### config.mk
export PLATFORM = sky130hd
export DESIGN_NAME = branch_target_predictor
export DESIGN_NICKNAME = d
export VERILOG_FILES = /design/src/rtl/bp_pkg.sv /design/src/rtl/bp_counter_table.sv /design/src/rtl/branch_target_predictor.sv
export SDC_FILE = /design/constraint.sdc
export NUM_CORES = 2
export LEC_CHECK = 0
export CAP_MARGIN = 20
export CELL_PAD_IN_SITES_DETAIL_PLACEMENT = 2
export CELL_PAD_IN_SITES_GLOBAL_PLACEMENT = 2
export CORE_MARGIN = 1.5
export CORE_UTILIZATION = 30
export DETAILED_ROUTE_END_ITERATION = 8
export PLACE_DENSITY_LB_ADDON = 0.1
export SLEW_MARGIN = 5
export SYNTH_ARGS = -nofsm -noshare
export SYNTH_HDL_FRONTEND = slang
export SYNTH_SLANG_ARGS = --single-unit
### constraint.sdc
create_clock -name clock -period 12.4 [get_ports clock]
set_input_delay 2.48 -clock clock [delete_from_list [all_inputs] [get_ports clock]]
set_output_delay 2.48 -clock clock [all_outputs]
set_load 0.05 [all_outputs]
### src/rtl/bp_pkg.sv
// Shared types and helpers for the fetch-side branch predictor.
package bp_pkg;

  typedef enum logic [1:0] {
    SNT = 2'b00,
    WNT = 2'b01,
    WT  = 2'b10,
    ST  = 2'b11
  } bp_ctr_t;

  localparam bp_ctr_t     CTR_RESET = WNT;
  localparam logic [31:0] STAT_MAX  = 32'hFFFF_FFFF;

  // 2-bit saturating counter step toward the observed outcome.
  function automatic bp_ctr_t ctr_next(bp_ctr_t c, logic taken);
    bp_ctr_t n;
    n = c;
    if (taken) begin
      case (c)
        SNT:     n = WNT;
        WNT:     n = WT;
        default: n = ST;
      endcase
    end else begin
      case (c)
        ST:      n = WT;
        WT:      n = WNT;
        default: n = SNT;
      endcase
    end
    return n;
  endfunction

endpackage

### src/rtl/bp_counter_table.sv
// Direction counter table: async-reset 2-bit counters, combinational read,
// synchronous read-modify-write with an override that forces weakly-taken.
module bp_counter_table
  import bp_pkg::*;
#(
  parameter int ENTRIES = 64,
  parameter int IDX     = $clog2(ENTRIES)
) (
  input  logic           clock,
  input  logic           reset,
  input  logic [IDX-1:0] rd_idx,
  output bp_ctr_t        rd_ctr,
  input  logic           wr_en,
  input  logic [IDX-1:0] wr_idx,
  input  logic           wr_taken,
  input  logic           wr_force_wt
);

  bp_ctr_t ctr [ENTRIES];

  assign rd_ctr = ctr[rd_idx];

  // Train one counter per resolved branch; reset returns every entry to weakly-not-taken.
  always_ff @(posedge clock or posedge reset) begin
    if (reset) begin
      for (int i = 0; i < ENTRIES; i++) begin
        ctr[i] <= CTR_RESET;
      end
    end else if (wr_en) begin
      ctr[wr_idx] <= wr_force_wt ? WT : ctr_next(ctr[wr_idx], wr_taken);
    end
  end

endmodule

### src/rtl/branch_target_predictor.sv
// Gshare direction predictor with a direct-mapped tagged BTB. Lookup is
// combinational from pc; training happens on resolved branches from execute.
module branch_target_predictor
  import bp_pkg::*;
#(
  parameter int ENTRIES   = 64,
  parameter int HIST_BITS = 4
) (
  input  logic        clock,
  input  logic        reset,
  input  logic [31:0] pc,
  output logic        pred_taken,
  output logic [31:0] pred_target,
  input  logic        upd_valid,
  input  logic [31:0] upd_pc,
  input  logic        upd_taken,
  input  logic [31:0] upd_target,
  input  logic        upd_mispredict,
  output logic [31:0] stat_branches,
  output logic [31:0] stat_mispredicts
);

  localparam int IDX   = $clog2(ENTRIES);
  localparam int TAG_W = 30 - IDX;
  localparam int HB_W  = (HIST_BITS > 0) ? HIST_BITS : 1;

  function automatic logic [31:0] sat_inc(logic [31:0] v);
    return (v == STAT_MAX) ? v : v + 32'd1;
  endfunction

  logic [ENTRIES-1:0] btb_valid;
  logic [TAG_W-1:0]   btb_tag    [ENTRIES];
  logic [31:0]        btb_target [ENTRIES];
  logic [HB_W-1:0]    ghr;

  logic [IDX-1:0]   idx, upd_idx, hist_ext, cidx, upd_cidx;
  logic [TAG_W-1:0] tag, upd_tag;
  logic             hit, upd_hit;
  bp_ctr_t          rd_ctr;

  assign idx     = pc[IDX+1:2];
  assign tag     = pc[31:IDX+2];
  assign upd_idx = upd_pc[IDX+1:2];
  assign upd_tag = upd_pc[31:IDX+2];

  // Zero-extend the history into the index width; empty when history is disabled.
  always_comb begin
    hist_ext = '0;
    for (int i = 0; i < HIST_BITS; i++) begin
      hist_ext[i] = ghr[i];
    end
  end

  assign cidx     = idx ^ hist_ext;
  assign upd_cidx = upd_idx ^ hist_ext;

  assign hit     = btb_valid[idx] && (btb_tag[idx] == tag);
  assign upd_hit = btb_valid[upd_idx] && (btb_tag[upd_idx] == upd_tag);

  assign pred_taken  = hit & rd_ctr[1];
  assign pred_target = pred_taken ? btb_target[idx] : pc + 32'd4;

  bp_counter_table #(
    .ENTRIES (ENTRIES),
    .IDX     (IDX)
  ) u_ctr (
    .clock       (clock),
    .reset       (reset),
    .rd_idx      (cidx),
    .rd_ctr      (rd_ctr),
    .wr_en       (upd_valid),
    .wr_idx      (upd_cidx),
    .wr_taken    (upd_taken),
    .wr_force_wt (upd_taken & ~upd_hit)
  );

  // Valid bits gate the untracked tag/target arrays, so only they need reset.
  always_ff @(posedge clock or posedge reset) begin
    if (reset) begin
      btb_valid <= '0;
    end else if (upd_valid && upd_taken) begin
      btb_valid[upd_idx] <= 1'b1;
    end
  end

  // Taken branches (re)allocate their slot and always refresh the target.
  always_ff @(posedge clock) begin
    if (!reset && upd_valid && upd_taken) begin
      btb_tag[upd_idx]    <= upd_tag;
      btb_target[upd_idx] <= upd_target;
    end
  end

  generate
    if (HIST_BITS > 0) begin : g_ghr
      // Non-speculative history: shift in each resolved outcome.
      always_ff @(posedge clock or posedge reset) begin
        if (reset) begin
          ghr <= '0;
        end else if (upd_valid) begin
          ghr <= HB_W'({ghr, upd_taken});
        end
      end
    end else begin : g_no_ghr
      assign ghr = '0;
    end
  endgenerate

  // Saturating resolved-branch and mispredict counters.
  always_ff @(posedge clock or posedge reset) begin
    if (reset) begin
      stat_branches    <= '0;
      stat_mispredicts <= '0;
    end else if (upd_valid) begin
      stat_branches <= sat_inc(stat_branches);
      if (upd_mispredict) begin
        stat_mispredicts <= sat_inc(stat_mispredicts);
      end
    end
  end

endmodule

== Yosys cells after proc, flatten, opt, wreduce, memory -nomap -nowiden ==
Memories as Yosys holds them, arrays and structs flattened.
Cells that the tools add are included.

* Memories kept: 2
* Bits in writable memories: 3584
* Bits of input ports: 101
* Register bits after elaboration: 260

* Muxes and demuxes: 23
* Reduce and logical (&&, ||, !) cells: 11
* Bitwise gates (word level): 10
* Add/sub/neg operators: 3
* Magnitude comparators: 6
* Eq/ne operators: 7

{| class="wikitable"
|+ Memories
! name !! depth !! bits a word !! rd ports !! clocked after Yosys merged registers in !! write ports !! line !! RTL
|-
| btb_target || 64 || 32 || 1 || 0 || 1 || branch_target_predictor.sv:33 || <nowiki>logic [31:0] btb_target [ENTRIES];</nowiki>
|-
| btb_tag || 64 || 24 || 2 || 0 || 1 || branch_target_predictor.sv:32 || <nowiki>logic [TAG_W-1:0] btb_tag [ENTRIES];</nowiki>
|}

{| class="wikitable"
|+ Operators by type and width
! kind !! number
|-
| $bwmux 128 || 1
|-
| $add 32x1->32 const B || 2
|-
| $eq 32x32->1 const B || 2
|-
| $or 64x64->64 || 1
|-
| $eq 24x24->1 || 2
|-
| $add 32x3->32 const B || 1
|-
| $mux 32 || 1
|-
| $bmux 2 s6 || 2
|-
| $mux 2 || 8
|-
| $ge 7x7->1 const B || 2
|-
| $lt 6x7->1 const B || 2
|-
| $not 6->7 || 2
|-
| $bmux 1 s6 || 2
|-
| $demux 2 s6 || 1
|-
| $xor 6x4->6 || 2
|-
| $pmux 2 s2 || 2
|-
| $logic_and 1x1->1 || 7
|-
| $lt 7x1->1 const B || 1
|-
| $demux 1 s6 || 1
|-
| $ge 6x1->1 const B || 1
|-
| $mux 1 || 5
|-
| $eq 2x2->1 const B || 2
|-
| $not 1->1 || 3
|-
| $reduce_and 3->1 || 1
|-
| other kinds (5) || 6
|}

== Logic depth before layout (Yosys ltp) ==
* Depth after elaboration: 11
* Depth in mapped cells: 19
* Depth with buffers taken out: 11

== Modules after synthesis ==
From an unflattened synthesis, not the netlist that was laid out.

* Cells, all modules: 8432
* Area, all modules: 162799.9 um2

{| class="wikitable"
|+ By module, submodules not included
! module !! cells an instance !! instances !! area an instance (um2)
|-
| branch_target_predictor || 7672 || 1 || 155028.7
|-
| bp_counter_table || 760 || 1 || 7771.2
|}

== Worst setup path after synthesis ==
No wires, ideal clock.

* Path kind: in2reg
* From: input reset
* To: memory btb_tag[0][0] (netlist name) (enable)
* Buffers on the path: 0
* Library setup time: 565 ps
* Arrival time: 11324 ps
* Slack: 511 ps
* Cell stages on the path: 3
* Cells stage by stage: clkinv_1 nand2_1 nor2_1

* Longest elaborated chain between the ends: 5

{| class="wikitable"
|+ RTL lines
! item !! line !! RTL
|-
| start, declared || branch_target_predictor.sv:10 || <nowiki>input logic reset,</nowiki>
|-
| $logic_not 1->1 (no source line) || n/a ||
|-
| $logic_and 1x1->1 (2 in a row) || branch_target_predictor.sv:88 || <nowiki>if (!reset && upd_valid && upd_taken) begin</nowiki>
|-
| $mux 1 || branch_target_predictor.sv:88 ||
|-
| $mux 1 (implied by the code) || branch_target_predictor.sv:89 || <nowiki>btb_tag[upd_idx] <= upd_tag;</nowiki>
|-
| end, declared || branch_target_predictor.sv:32 ||
|}

Every way passes these cells.

== Worst setup path in the final report ==
* From: input pc[2]
* To: output pred_target[13]

* Longest elaborated chain between the ends: 7
* Elaborated cells on any way between the ends: 14
* Classes of those cells: add/sub (1); eq/ne (1); mux (6); bitwise (3); reduce/logical (1); memory (2)

{| class="wikitable"
|+ RTL lines
! item !! line !! RTL
|-
| start, declared || branch_target_predictor.sv:11 || <nowiki>input logic [31:0] pc,</nowiki>
|-
| parallel branches: the longest is 6 deep, another holds $mem_v2 64x24 || n/a ||
|-
| $mux 32 * || branch_target_predictor.sv:61 || <nowiki>assign pred_target = pred_taken ? btb_target[idx] : pc + 32'd4;</nowiki>
|-
| end, declared || branch_target_predictor.sv:13 || <nowiki>output logic [31:0] pred_target,</nowiki>
|}

Mark *: on every way between the ends. The select of a mux whose other input is x is not followed.

==> metrics.csv <==
metric,value,unit
status,completed,
cp.required,9920,ps
power,0.0309,W
cp-end-kind,output pin,
hpwl,414,mm
ys_ff_latch,3844,
place_inst,15669,
crit_family,simple AND/OR/NAND/NOR gates,
rsz0062_at_grt,false,
grtUsageTotal,0.261,
p_leak,60.6,nW
instances_no_fill,16548,
tightest_slew,1470,ps
start_kind,input pin,
synth_top_area_share,0.658,
async_flop_share,0.0676,
portBuffers,195,
fin_crit,10920,ps
synthTopCellsByCount,"3584 x edfxtp_1, 1221 x mux4_2, 336 x mux2i_1",
floorplan.die_area,550000,um2
vdd_drop_max,0.142,mV
gp_congestion,0.836,
fin_util,0.352,
yosysTopAreaCell,edfxtp_1,
drt_iter0_markers,12290,
antenna_found_initial,82,
dr.pass1.iters,5,
syn_inst,8406,
pin_count,198,
cts_setup_buffers,0,
cpPeakStageDelay,970,ps
die_w,741,um
synth.area.top_cells,"edfxtp_1 66%, mux4_2 17%, dfrtp_1 3.0%",
hold_viol_final,0,
min-delay-path-class,register to register,
worst_clock_skew,95.6,ps
syn-num-nets,8510,
wirelength,728,mm
area_delta_synth_final,17.1,%
fp.coreArea,544000,um2
wl_per_cell,44.0,um
synth_edf_count,3584,
postSynthAreaPerCell,19.5,um2
finalSetupViolCount,0,
worstPathMaxFanout,68,
slowest_stage,nand3b_1,
yosysSeqAreaShare,0.698,
vias,96352,
cp.arrival,8440,ps
initial_core_util,0.301,
nets,9010,
cts_max_level,5,
drv_slew,0,
ant_nets,0,
cts.sinks,3844,
synthesis.area,164000,um2
path_common_cell,buf_4,
cts_inserted_buffers,447,
cts_root_buffer,clkbuf_16,
hold_ws,497,ps
finalCritPeriodShare,0.881,
fp-row-count,271,
clockBufferDepth,4,
cts_tree,done,
fmax,91.6,MHz
path_clk_slew,60,ps
synth_cell_types,94,
post-route-drc-count,0,
avgViaCountPerCell,5.82,
power_density,161,nW/um2
crit_chain,buf_16 > nand3b_1 > o221ai_1 > a221oi_1 > a211o_1 > nand2_1 > o211ai_1 > and4b_1 > and4_1 > nand4_1 > buf_4 > mux2_2 > buf_4,
drv_cap,0,
tns,0,ps
die_h,741,um
grt_pass1_vias,101179,
ys_warn_count,0,
ctsHoldBuffers,0,
grt_pass1_wl,969,mm
ctsResizeCount,0,
path_buf_inv,3,
drive_gt1_frac,0.297,
slew_headroom,0.0153,
synth_ff_type,edfxtp_1,
grt_max_degree,118,
crit_type,input pin to output pin,
synth.most_common_cell,edfxtp_1,
grt_overflow_total,0,
clkLatencyLatePin,1090,ps
==> layer usage <==
metal / GRT usage / up-vias / part of all wire
met5: 0 / - / 0.00023
met4: 0.0992 / 26 / 0.043
met3: 0.0374 / 1076 / 0.062
met2: 0.425 / 3897 / 0.47
met1: 0.354 / 54716 / 0.42
li1: - / 36637 / -
==> registers in the layout, summed over array words and instances, names as in the netlist <==
signal,cells
btb_valid,64
ghr,4
btb_target,2048
stat_branches,32
stat_mispredicts,32
u_ctr.ctr,128
btb_tag,1536
==> layout by cell type (no fill, tap or decap), types with 132 or more instances in the layout <==
master	n
nand2_1	299
clkbuf_16	447
edfxtp_1	3584
buf_4	351
a221oi_1	133
mux4_2	1221
mux2_2	132
dfrtp_1	196
nor2_1	239
mux2i_1	336
a22oi_1	182
==> power breakdown <==
group,internal [W],switching (W),total (W)
Combinational,0.00100,0.00179,0.00280
Clock,0.00763,0.00577,0.0134
Sequential,0.0145,0.000187,0.0147
Total,0.0231,0.00775,0.0309
==> final timing paths <==
path                                 from          endpoint  slack (ps)  cells after the start
max                                 pc[2]   pred_target[13]        1480                     13
min                         btb_valid[15]     btb_valid[15]         500                      1
max reg2reg                btb_tag[1][16]     u_ctr.ctr[16]        6940                     11
min reg2reg                 btb_valid[15]     btb_valid[15]         500                      1
max in group asynchronous           reset  stat_branches[4]        8490                      4
min in group asynchronous           reset    u_ctr.ctr[126]        2150                      2
==> cell type report <==
type / instances / area [um2]
clock buffer: 596 / 12000
tap: 7234 / 9050
timing repair buffer: 626 / 6290
sequential: 3844 / 114000
inverter: 18 / 93.8
fill: 52657 / 352000
clock inverter: 236 / 2670
multi-input combinational: 3969 / 47200
antenna: 25 / 62.6
==> cells by family after synthesis <==
group / after synthesis / share of synthesized area
AO/OA/AOI/OAI: 1111 / 0.0491
multiplexers: 1695 / 0.198
buffers and inverters: 593 / 0.0176
flip-flops: 3844 / 0.698
AND/OR/NAND/NOR: 1020 / 0.0293
XOR/XNOR: 140 / 0.00754
adder cells (fa/ha/maj): 3 / 0.000229
==> metrics by stage <==
stage | cell area [um2] | worst slack (ps)
global placement | 176000 | 1670
floorplan | 164000 | 511
finish | 192000 | 1480
CTS | 191000 | 1690
global route | 192000 | 1580
detailed placement | 176000 | 1710
Power figures use the tool's default switching activity.
